$ cat src/rtl/layer_sequencer_if.sv
// Handshake and data bundle between the layer sequencer, its vector source,
// the neuron layer it drives and the result consumer.
interface layer_sequencer_if #(
  parameter int numInputs  = 16,
  parameter int numNeurons = 10,
  parameter int dataWidth  = 16
);
  localparam int classWidth = $clog2(numNeurons);

  logic                            inValid;
  logic                            inReady;
  logic [dataWidth*numInputs-1:0]  inData;
  logic [dataWidth*numInputs-1:0]  layerIn;
  logic                            layerValid;
  logic                            layerClear;
  logic [dataWidth*numNeurons-1:0] layerOut;
  logic                            layerOutValid;
  logic                            outValid;
  logic                            outReady;
  logic [dataWidth*numNeurons-1:0] outData;
  logic [classWidth-1:0]           outClass;
  logic                            outTimeout;
  logic                            busy;

  modport master (
    input  inValid, inData, layerOut, layerOutValid, outReady,
    output inReady, layerIn, layerValid, layerClear,
           outValid, outData, outClass, outTimeout, busy
  );

  modport slave (
    output inValid, inData, layerOut, layerOutValid, outReady,
    input  inReady, layerIn, layerValid, layerClear,
           outValid, outData, outClass, outTimeout, busy
  );
endinterface

$ cat src/rtl/layer_sequencer.sv
// Sequences one inference through a neuron layer: latch vector, clear, run
// until results or timeout, then a serial signed argmax over the results.
module layer_sequencer #(
  parameter int numInputs     = 16,
  parameter int numNeurons    = 10,
  parameter int dataWidth     = 16,
  parameter int timeoutCycles = 64
) (
  input logic               clk,
  input logic               reset,
  layer_sequencer_if.master bus
);
  localparam int classWidth = $clog2(numNeurons);
  localparam int cntWidth   = $clog2(timeoutCycles + 1);
  localparam logic [classWidth-1:0] lastIdx      = classWidth'(numNeurons - 1);
  localparam logic [cntWidth-1:0]   timeoutCount = cntWidth'(timeoutCycles);

  typedef enum logic [2:0] {IDLE, CLEAR, RUN, ARGMAX, DONE} state_t;

  state_t                       state;
  state_t                       stateNext;
  logic [cntWidth-1:0]          runCount;
  logic [classWidth-1:0]        scanIdx;
  logic signed [dataWidth-1:0]  bestVal;
  logic signed [dataWidth-1:0]  capturedWords [numNeurons];
  logic signed [dataWidth-1:0]  scanWord;

  always_ff @(posedge clk) begin
    if (reset) state <= IDLE;
    else       state <= stateNext;
  end

  always_comb begin
    stateNext = state;
    unique case (state)
      IDLE:    if (bus.inValid) stateNext = CLEAR;
      CLEAR:   stateNext = RUN;
      // Layer results win over a timeout landing in the same cycle.
      RUN:     if (bus.layerOutValid)           stateNext = ARGMAX;
               else if (runCount == timeoutCount) stateNext = DONE;
      ARGMAX:  if (scanIdx == lastIdx) stateNext = DONE;
      DONE:    if (bus.outReady) stateNext = IDLE;
      default: stateNext = IDLE;
    endcase
  end

  assign bus.inReady    = (state == IDLE);
  assign bus.layerClear = (state == CLEAR);
  assign bus.layerValid = (state == RUN);
  assign bus.outValid   = (state == DONE);
  assign bus.busy       = (state != IDLE);

  // Argmax scans the captured copy, so the layer may change its outputs freely.
  always_comb begin
    for (int unsigned k = 0; k < numNeurons; k++) begin
      capturedWords[k] = bus.outData[k*dataWidth +: dataWidth];
    end
    scanWord = capturedWords[scanIdx];
  end

  always_ff @(posedge clk) begin
    if (reset) begin
      bus.layerIn    <= '0;
      bus.outData    <= '0;
      bus.outClass   <= '0;
      bus.outTimeout <= 1'b0;
      runCount       <= '0;
      scanIdx        <= '0;
      bestVal        <= '0;
    end else begin
      if (state == IDLE && bus.inValid) bus.layerIn <= bus.inData;

      if (state == CLEAR)    runCount <= cntWidth'(1);
      else if (state == RUN) runCount <= runCount + cntWidth'(1);

      if (state == RUN) begin
        if (bus.layerOutValid) begin
          bus.outData    <= bus.layerOut;
          bus.outClass   <= '0;
          bus.outTimeout <= 1'b0;
          bestVal        <= $signed(bus.layerOut[dataWidth-1:0]);
          scanIdx        <= classWidth'(1);
        end else if (runCount == timeoutCount) begin
          bus.outData    <= '0;
          bus.outClass   <= '0;
          bus.outTimeout <= 1'b1;
        end
      end

      // Strict greater-than keeps the lowest index on ties.
      if (state == ARGMAX) begin
        if (scanWord > bestVal) begin
          bestVal      <= scanWord;
          bus.outClass <= scanIdx;
        end
        scanIdx <= scanIdx + classWidth'(1);
      end
    end
  end
endmodule

$ cat src/flat_wrapper.sv
// flat-port wrapper written by rule: the top's interface ports become plain ports
module layer_sequencer_flat 
#(
  parameter int numInputs     = 16,
  parameter int numNeurons    = 10,
  parameter int dataWidth     = 16,
  parameter int timeoutCycles = 64
)
  (clk, reset, bus_inValid, bus_inData, bus_layerOut, bus_layerOutValid, bus_outReady, bus_inReady, bus_layerIn, bus_layerValid, bus_layerClear, bus_outValid, bus_outData, bus_outClass, bus_outTimeout, bus_busy);
  layer_sequencer_if #(.numInputs(numInputs), .numNeurons(numNeurons), .dataWidth(dataWidth)) bus_i ();
  input logic clk;
  input logic reset;
  input wire logic [$bits(bus_i.inValid)-1:0] bus_inValid;
  input wire logic [$bits(bus_i.inData)-1:0] bus_inData;
  input wire logic [$bits(bus_i.layerOut)-1:0] bus_layerOut;
  input wire logic [$bits(bus_i.layerOutValid)-1:0] bus_layerOutValid;
  input wire logic [$bits(bus_i.outReady)-1:0] bus_outReady;
  output wire logic [$bits(bus_i.inReady)-1:0] bus_inReady;
  output wire logic [$bits(bus_i.layerIn)-1:0] bus_layerIn;
  output wire logic [$bits(bus_i.layerValid)-1:0] bus_layerValid;
  output wire logic [$bits(bus_i.layerClear)-1:0] bus_layerClear;
  output wire logic [$bits(bus_i.outValid)-1:0] bus_outValid;
  output wire logic [$bits(bus_i.outData)-1:0] bus_outData;
  output wire logic [$bits(bus_i.outClass)-1:0] bus_outClass;
  output wire logic [$bits(bus_i.outTimeout)-1:0] bus_outTimeout;
  output wire logic [$bits(bus_i.busy)-1:0] bus_busy;
  assign bus_i.inValid = bus_inValid;
  assign bus_i.inData = bus_inData;
  assign bus_i.layerOut = bus_layerOut;
  assign bus_i.layerOutValid = bus_layerOutValid;
  assign bus_i.outReady = bus_outReady;
  assign bus_inReady = bus_i.inReady;
  assign bus_layerIn = bus_i.layerIn;
  assign bus_layerValid = bus_i.layerValid;
  assign bus_layerClear = bus_i.layerClear;
  assign bus_outValid = bus_i.outValid;
  assign bus_outData = bus_i.outData;
  assign bus_outClass = bus_i.outClass;
  assign bus_outTimeout = bus_i.outTimeout;
  assign bus_busy = bus_i.busy;
  layer_sequencer #(.numInputs(numInputs), .numNeurons(numNeurons), .dataWidth(dataWidth), .timeoutCycles(timeoutCycles)) u_core (.clk(clk), .reset(reset), .bus(bus_i));
endmodule
$ cat config.mk
export PLATFORM = sky130hd
export DESIGN_NAME = layer_sequencer_flat
export DESIGN_NICKNAME = d
export VERILOG_FILES = /design/src/rtl/layer_sequencer_if.sv /design/src/rtl/layer_sequencer.sv /design/src/flat_wrapper.sv
export SDC_FILE = /design/constraint.sdc
export NUM_CORES = 1
export LEC_CHECK = 0
export BUFFER_PORTS_ARGS = -buffer_cell sky130_fd_sc_hd__buf_2
export CAP_MARGIN = 0
export CORE_AREA = 3 3 330 332
export CTS_BUF_LIST = sky130_fd_sc_hd__clkbuf_8 sky130_fd_sc_hd__clkbuf_16
export DETAILED_ROUTE_END_ITERATION = 6
export DIE_AREA = 0 0 333 335
export PLACE_DENSITY_LB_ADDON = 0.05
export SLEW_MARGIN = 10
export SYNTH_ARGS = -nofsm -noshare
export SYNTH_HDL_FRONTEND = slang
export SYNTH_SLANG_ARGS = --single-unit
export TNS_END_PERCENT = 10
$ cat constraint.sdc
create_clock -name clk -period 3.7 [get_ports clk]
set_input_delay 0 -clock clk [delete_from_list [all_inputs] [get_ports clk]]
set_output_delay 0 -clock clk [all_outputs]
set_load 0.05 [all_outputs]
==> metrics, run 1 <==
Die X ~330 um; Cell variety after synth between 50 and 60; Seq/Total Area, Yosys a little over half; reg-to-reg startpoint u_core.scanIdx[0]; CP Class flip-flop to flip-flop; maximum fanout along the worst path 14; DIE AREA roughly 110,000 um2; Core Footprint 107,000 um2; Hold Crit Start bus_layerOut[66]; CP Data Required Time 4.25 ns; YS warnings 0; CP arrival around 4.1 ns; # rows 120; Post-synth EDFFs 0; fraction of layout cells with a size suffix above 1 between 30% and 40%; status finished, final reports clean; Flop pwr share 31.3%; cell-internal power 11.3 mW; RSZ-0062 raised after global routing false; Pre-antenna DRT Iters 5; post-route minimum period 3.57 ns; Total Routing Usage GR roughly 17%; worst slack, placed -0.0832 ns; leading area contributor after synthesis dfxtp_1; Final ANT Viol Nets 0; starting density of the core about 16%; Slew HR between 20% and 30%; pwr/cell area about 640 nW/um2; synthesized instance count 2,007; Switching Share 41.9%; final wirelength 98,300 um; setup slack after layout roughly 0.13 ns; input/output buffers around 850; CTS max path bufs 3; Post-Syn Area about 17,000 um2; clock sinks roughly 450; P&R area growth vs syn 73.6%; Final period util a little over nine tenths; flop2flop setup slack 0.13 ns; Critical Path Source Type flip-flop; final non-filler cell total about 4,700; Switch Pwr between 8 and 9 mW; synth top area cells dfxtp_1, nand2_1, a21oi_1; Placer Congestion around 0.8; Finished Cell Area ~30,000 um2; final setup violation count 0; placed cell count between 4,000 and 5,000; H-tree depth 2; CTS Buf Count 59; Gate power share about two fifths; final core occ between 20% and 30%; Worst Tran Pin Value 1.06 ns; Final Hold Violating Endpoints 0; RR Endpoint u_core.bestVal[15]; initial antenna violation count 14; FF+latch count, synth between 400 and 500; ys async rst share 0%; Post-Syn Area per Cell about 8.6 um2; FF-to-FF path depth 13; per-cell routed wire length a little over 20 um; CTS Root Cell clkbuf_16; Hold EP u_core.bus.outData[66]; Worst Hold Class input pin to flip-flop; first-pass GRT wire length 140,000 um; largest net degree at the start of global routing ~130; vias per cell about 4.1; Peak Freq roughly 280 MHz; post-layout net count 3,714; vias in the first global route around 20,000; Main synth FF type dfxtp_1; Pleak 13.2 nW; max cap viols 0; WHS roughly 0.14 ns; CTS tree built; clock latency on the worst-skew pair between 0.6 and 0.7 ns; max-slew violations 0; Clock power frac 30.6%; Peak VDD IR about 350 uV; Remaining DRCs 0; Placed Area 23,300 um2; Cells on Worst Hold Path 4; GRT overflow 0; HPWL Detailed about 74,000 um; vias between 15,000 and 20,000; DR iter-0 viols 823; Die Y-Extent around 340 um; IO Count between 800 and 900; CTS clock-pin slew for the worst setup and hold paths roughly 0.060 ns; crit end category flip-flop; Net Count, Synth around 2,400; top-area cell type share of the netlist area about 52%; skew final 0.0295 ns
worst max-delay path by stage:
| stage | endpoint | cells past startpoint | slack (ns) | from |
|---|---|---|---|---|
| 2_1_floorplan | u_core.bestVal[10] | 14 | 0.09 | u_core.scanIdx[0] |
| 3_3_place_gp | u_core.bestVal[1] | 12 | 0.08 | u_core.scanIdx[0] |
| 3_5_place_dp | u_core.bestVal[1] | 13 | -0.08 | u_core.scanIdx[0] |
| 4_1_cts | u_core.bestVal[4] | 13 | 0.02 | u_core.scanIdx[0] |
| 5_1_grt | u_core.bestVal[2] | 14 | 0.007 | u_core.scanIdx[1] |
| 6_report | u_core.bestVal[15] | 13 | 0.13 | u_core.scanIdx[0] |
what timing repair did:
action,CTS,global route
hold buffers,461,0
setup endpoints to repair,16,20
cloned,0,1
setup buffers,2,1
gates resized for setup,4,12
endpoints found under the hold margin,435,0
pin swaps,0,2
flip-flops by register name, indices dropped and copies added (netlist names):
| name | count |
|---|---|
| u_core.bestVal | 16 |
| u_core.bus.layerIn | 256 |
| u_core.bus.outData | 160 |
| u_core.runCount | 7 |
| u_core.scanIdx | 4 |
| u_core.bus.outClass | 4 |
| u_core.bus.outTimeout | 1 |
| u_core.state | 3 |
worst max-delay path, stage by stage (launching register included):
cell	delay (ns)
dfxtp_4	0.47
buf_6	0.16
mux4_2	0.59
mux2i_4	0.22
o22ai_1	0.14
ha_1	0.35
buf_4	0.11
nand4_1	0.10
nor3_2	0.26
o21ai_2	0.11
and4_4	0.19
or3_4	0.35
buf_12	0.17
a311oi_1	0.26
Yosys cell counts (all sizes together), types with 2 or more instances:
library cell,instances
a21o,3
a21oi,284
a22oi,144
a311oi,17
a31oi,2
and2,2
and3,2
buf,57
clkbuf,113
dfxtp,451
ha,20
inv,24
mux2i,35
mux4,32
nand2,570
nand2b,7
nand3,3
nand3b,4
nand4,7
nor2,163
nor3,7
nor3b,2
nor4,16
o21ai,5
o22ai,15
or2,2
or3,2
xnor2,2
xor2,5
power groups by stage:
stage	clock, mW	combinational [mW]	sequential, mW
after floorplan	0	2.59	8.26
after global placement	0	7.01	6.15
after detailed placement	0	7.00	6.17
after CTS	6.19	7.48	6.07
after global routing	6.36	7.93	6.15
final	5.93	7.39	6.06
cells in the final DEF, fill, tap and decap left out, types with 16 or more instances in the layout:
master and n:
a21oi_1 284, a22oi_1 144, buf_2 845, buf_4 51, clkbuf_16 60, clkbuf_8 20
dfxtp_1 449, dlygate4sd3_1 461, ha_1 20, inv_1 36, mux2i_1 27, mux4_2 32
nand2_1 569, nor2_1 163, nor4_1 16
final cells by class:
type                       instances  area [um2]
antenna                           10        25.0
inverter                          24        90.1
multi-input combinational       1362        7570
timing repair buffer            1375        9580
sequential                       451        9040
clock buffer                      79        1750
tap                             1403        1760
clock inverter                    30         250
fill                           11700       76500
cells by family (layout without fill, tap and decap cells):
group	after synthesis	after routing	synth area share (%)
AOI/OAI and AO/OA	476	476	17.0
xor gates and xnor gates	7	7	0.354
adders and majority gates	20	20	1.44
buffers and inverters	194	1508	4.72
DFF	451	451	52.1
muxes	68	68	6.25
other	0	10	0
and+or+nand+nor	791	791	18.1
per-layer routing:
layer	global-route usage (%)	wire length [um]	vias up
li1	-	-	9402
met1	19.8	40200	9189
met2	28.7	47600	668
met3	5.73	7780	120
met4	5.12	2720	4
met5	0	21	-
metrics by stage:
step / power, mW / TNS (ns)
finish: 19.4 / 0
global route: 20.4 / 0
CTS: 19.7 / 0
detailed placement: 13.2 / -0.626
global placement: 13.2 / 0
floorplan: 10.8 / 0
Power figures use the tool's default switching activity.
==> run 2, diff against run 1 <==
GPL_ROUTABILITY_DRIVEN = 1   (was default)
PLACE_DENSITY_LB_ADDON = 0.25   (was 0.05)
==> run 2 against run 1 <==
Effect of this change: register-to-register slack improved by 0.05 ns; design area increased by 1.6%; count of clock-buffer cells in the layout decreased by 2; clock power decreased by 2%; critical path depth decreased by 1; highest routed layer unchanged; clock skew increased by 0.0055 ns; non-clock buffer count increased by 57; sequential cell count unchanged; total power increased by 0.26%; largest power group unchanged.
==> metrics, run 2 (synthesis gave the netlist of run 1 again) <==
status finished, final reports clean; Core Footprint 107,000 um2 (unchanged); WHS 0.0669 ns (-0.0687 ns); RSZ-0062 raised after global routing false; Final ANT Viol Nets 0 (unchanged); vias in the first global route 19,800 (-0.51%); CP Data Required Time 4.23 ns (-0.02 ns); Final period util 95.3% (-1.3 points); input/output buffers 846 (unchanged); max reg flops 256 (unchanged); max cap viols 0 (unchanged); vias per cell 4.14 (+1.2%); vias 19,800 (+2.1%); H-tree depth 2 (unchanged); CTS max path bufs 3 (unchanged); crit path cell chain buf_4 -> mux4_2 -> mux2i_2 -> o22ai_1 -> ha_1 -> nand4_2 -> nor2_1 -> a311oi_2 -> a31oi_2 -> or3_1 -> buf_12 -> a311oi_1; Final Hold Violating Endpoints 0 (unchanged); most common cell after layout, fill and taps aside buf_2; Placed Area 23,200 um2 (-0.19%); largest net degree at the start of global routing 154 (+22%); Placer Congestion 0.847 (+3.6%); worst slack, placed 0.0691 ns (+0.152 ns); skew final 0.0350 ns (+0.00555 ns); Critical Path Source Type flip-flop; Peak VDD IR 366 uV (+5.7%); CTS clock-pin slew for the worst setup and hold paths 0.06 ns (about the same); Top Registers u_core.bus.layerIn x256, u_core.bus.outData x160, u_core.bestVal x16; FF-to-FF path depth 12 (-1); Slew HR 37.7% (+8.7 points); DR iter-0 viols 1,218 (+48%); clock latency on the worst-skew pair 0.63 ns (-0.02 ns); Biggest register u_core.bus.layerIn; # rows 120 (unchanged); max-slew violations 0 (unchanged); final core occ 28.6% (+0.45 points); Worst Hold Class input pin to flip-flop; pwr/cell area 636 nW/um2 (-1.3%); CTS tree built; IO Count 847 (unchanged); CTS Buf Count 55 (-6.8%); CP Class flip-flop to flip-flop; commonest non-fill, non-tap cells in the layout buf_2, nand2_1, dlygate4sd3_1; CTS Root Cell clkbuf_16; Finished Cell Area 30,500 um2 (+1.6%); Slowest-stage cell, CP dfxtp_4; P&R area growth vs syn 76.3%; post-layout net count 3,767 (+1.4%); per-cell routed wire length 19.3 um (-7.0%); maximum fanout along the worst path 18 (+4); Die Y-Extent 335 um (unchanged); post-route minimum period 3.53 ns (-0.0470 ns); Cells on Worst Hold Path 4 (unchanged); first-pass GRT wire length 133,000 um (-5.0%); starting density of the core 16.2% (unchanged); TNS Setup 0 ns (unchanged); Pleak 13.4 nW (+1.6%); Worst Tran Pin Value 0.934 ns (-0.131 ns); setup slack after layout 0.173 ns (+0.0470 ns); Pre-antenna DRT Iters 6 (+1); initial antenna violation count 12 (-2); Peak Freq 284 MHz (+1.3%); CP arrival 4.06 ns (-0.06 ns); DIE AREA 112,000 um2 (unchanged); Die X 333 um (unchanged); final non-filler cell total 4,776 (+0.89%); final setup violation count 0 (unchanged); Remaining DRCs 0 (unchanged); fillers 11,500 (-1.5%); Crit path largest cell delay 0.53 ns (-0.06 ns); GRT overflow 0 (unchanged); HPWL Detailed 68,400 um (-7.8%); clock sinks 451 (unchanged); final wirelength 92,300 um (-6.2%); crit end category flip-flop; Total Routing Usage GR 15.6% (-1.2 points); fraction of layout cells with a size suffix above 1 31.6% (-1.1 points); Final Total Pwr 19.4 mW (+0.26%); placed cell count 4,144 (-0.14%)
## run 2: changes by cell type in the layout (fill, tap and decap cells not counted), moves of 3 or more
cell | previous run | this run
mux2i_2 | 6 | 1
dlygate4sd3_1 | 461 | 525
buf_4 | 51 | 44
clkbuf_16 | 60 | 57
inv_1 | 36 | 32
diode_2 | 10 | 1
mux2i_1 | 27 | 34
## run 2: final cells by class
class,count,area [um2],share of cell area [%]
flip-flops and latches,451,9040,29.6
diodes,1,2.50,0.00820
repair buffers,1432,10200,33.3
inverters,24,90.1,0.295
clock inverters,26,275,0.901
clock buffers,77,1690,5.54
multi-input cells,1362,7510,24.6
well taps,1403,1760,5.75
## run 2: timing repair
action / CTS / global route
hold buffers: 525 / 0
setup endpoints to repair: 0 / 20
gates resized for setup: 0 / 5
buffers inserted: 0 / 2
endpoints found under the hold margin: 440 / 0
## run 2: path summary, 6_finish.rpt
check	start	to	slack, ns
hold reg to reg	u_core.bus.layerIn[34]	u_core.bus.layerIn[34]	0.45
setup reg to reg	u_core.scanIdx[1]	u_core.bestVal[1]	0.17
setup / recovery	u_core.scanIdx[1]	u_core.bestVal[1]	0.17
hold / removal	bus_inValid	u_core.bus.layerIn[186]	0.07
## run 2: where the power goes
group	switching, mW	leakage [nW]	internal [mW]	total, mW
combinational	5.24	8.75	2.31	7.55
sequential	0.501	3.68	5.57	6.07
clock	2.34	1.00	3.46	5.80
total	8.08	13.4	11.3	19.4
## run 2: routing by layer
layer  track usage, %  share of wire [%]  vias to the layer above
met5                0              0.060                        -
met4             5.13                3.0                        8
met3             3.69                7.1                      146
met2             26.1                 47                      792
met1             19.7                 43                     9359
li1                 -                  -                     9483
## run 2: worst max-delay path: cells and delay by family (launching register included)
kind                     cells  cell delay, ns
buffers and inverters        2            0.45
multiplexers                 2            0.52
flip-flops                   1            0.53
AO/OA/AOI/OAI                4            0.90
AND/OR/NAND/NOR              3            0.68
adder cells (fa/ha/maj)      1            0.34
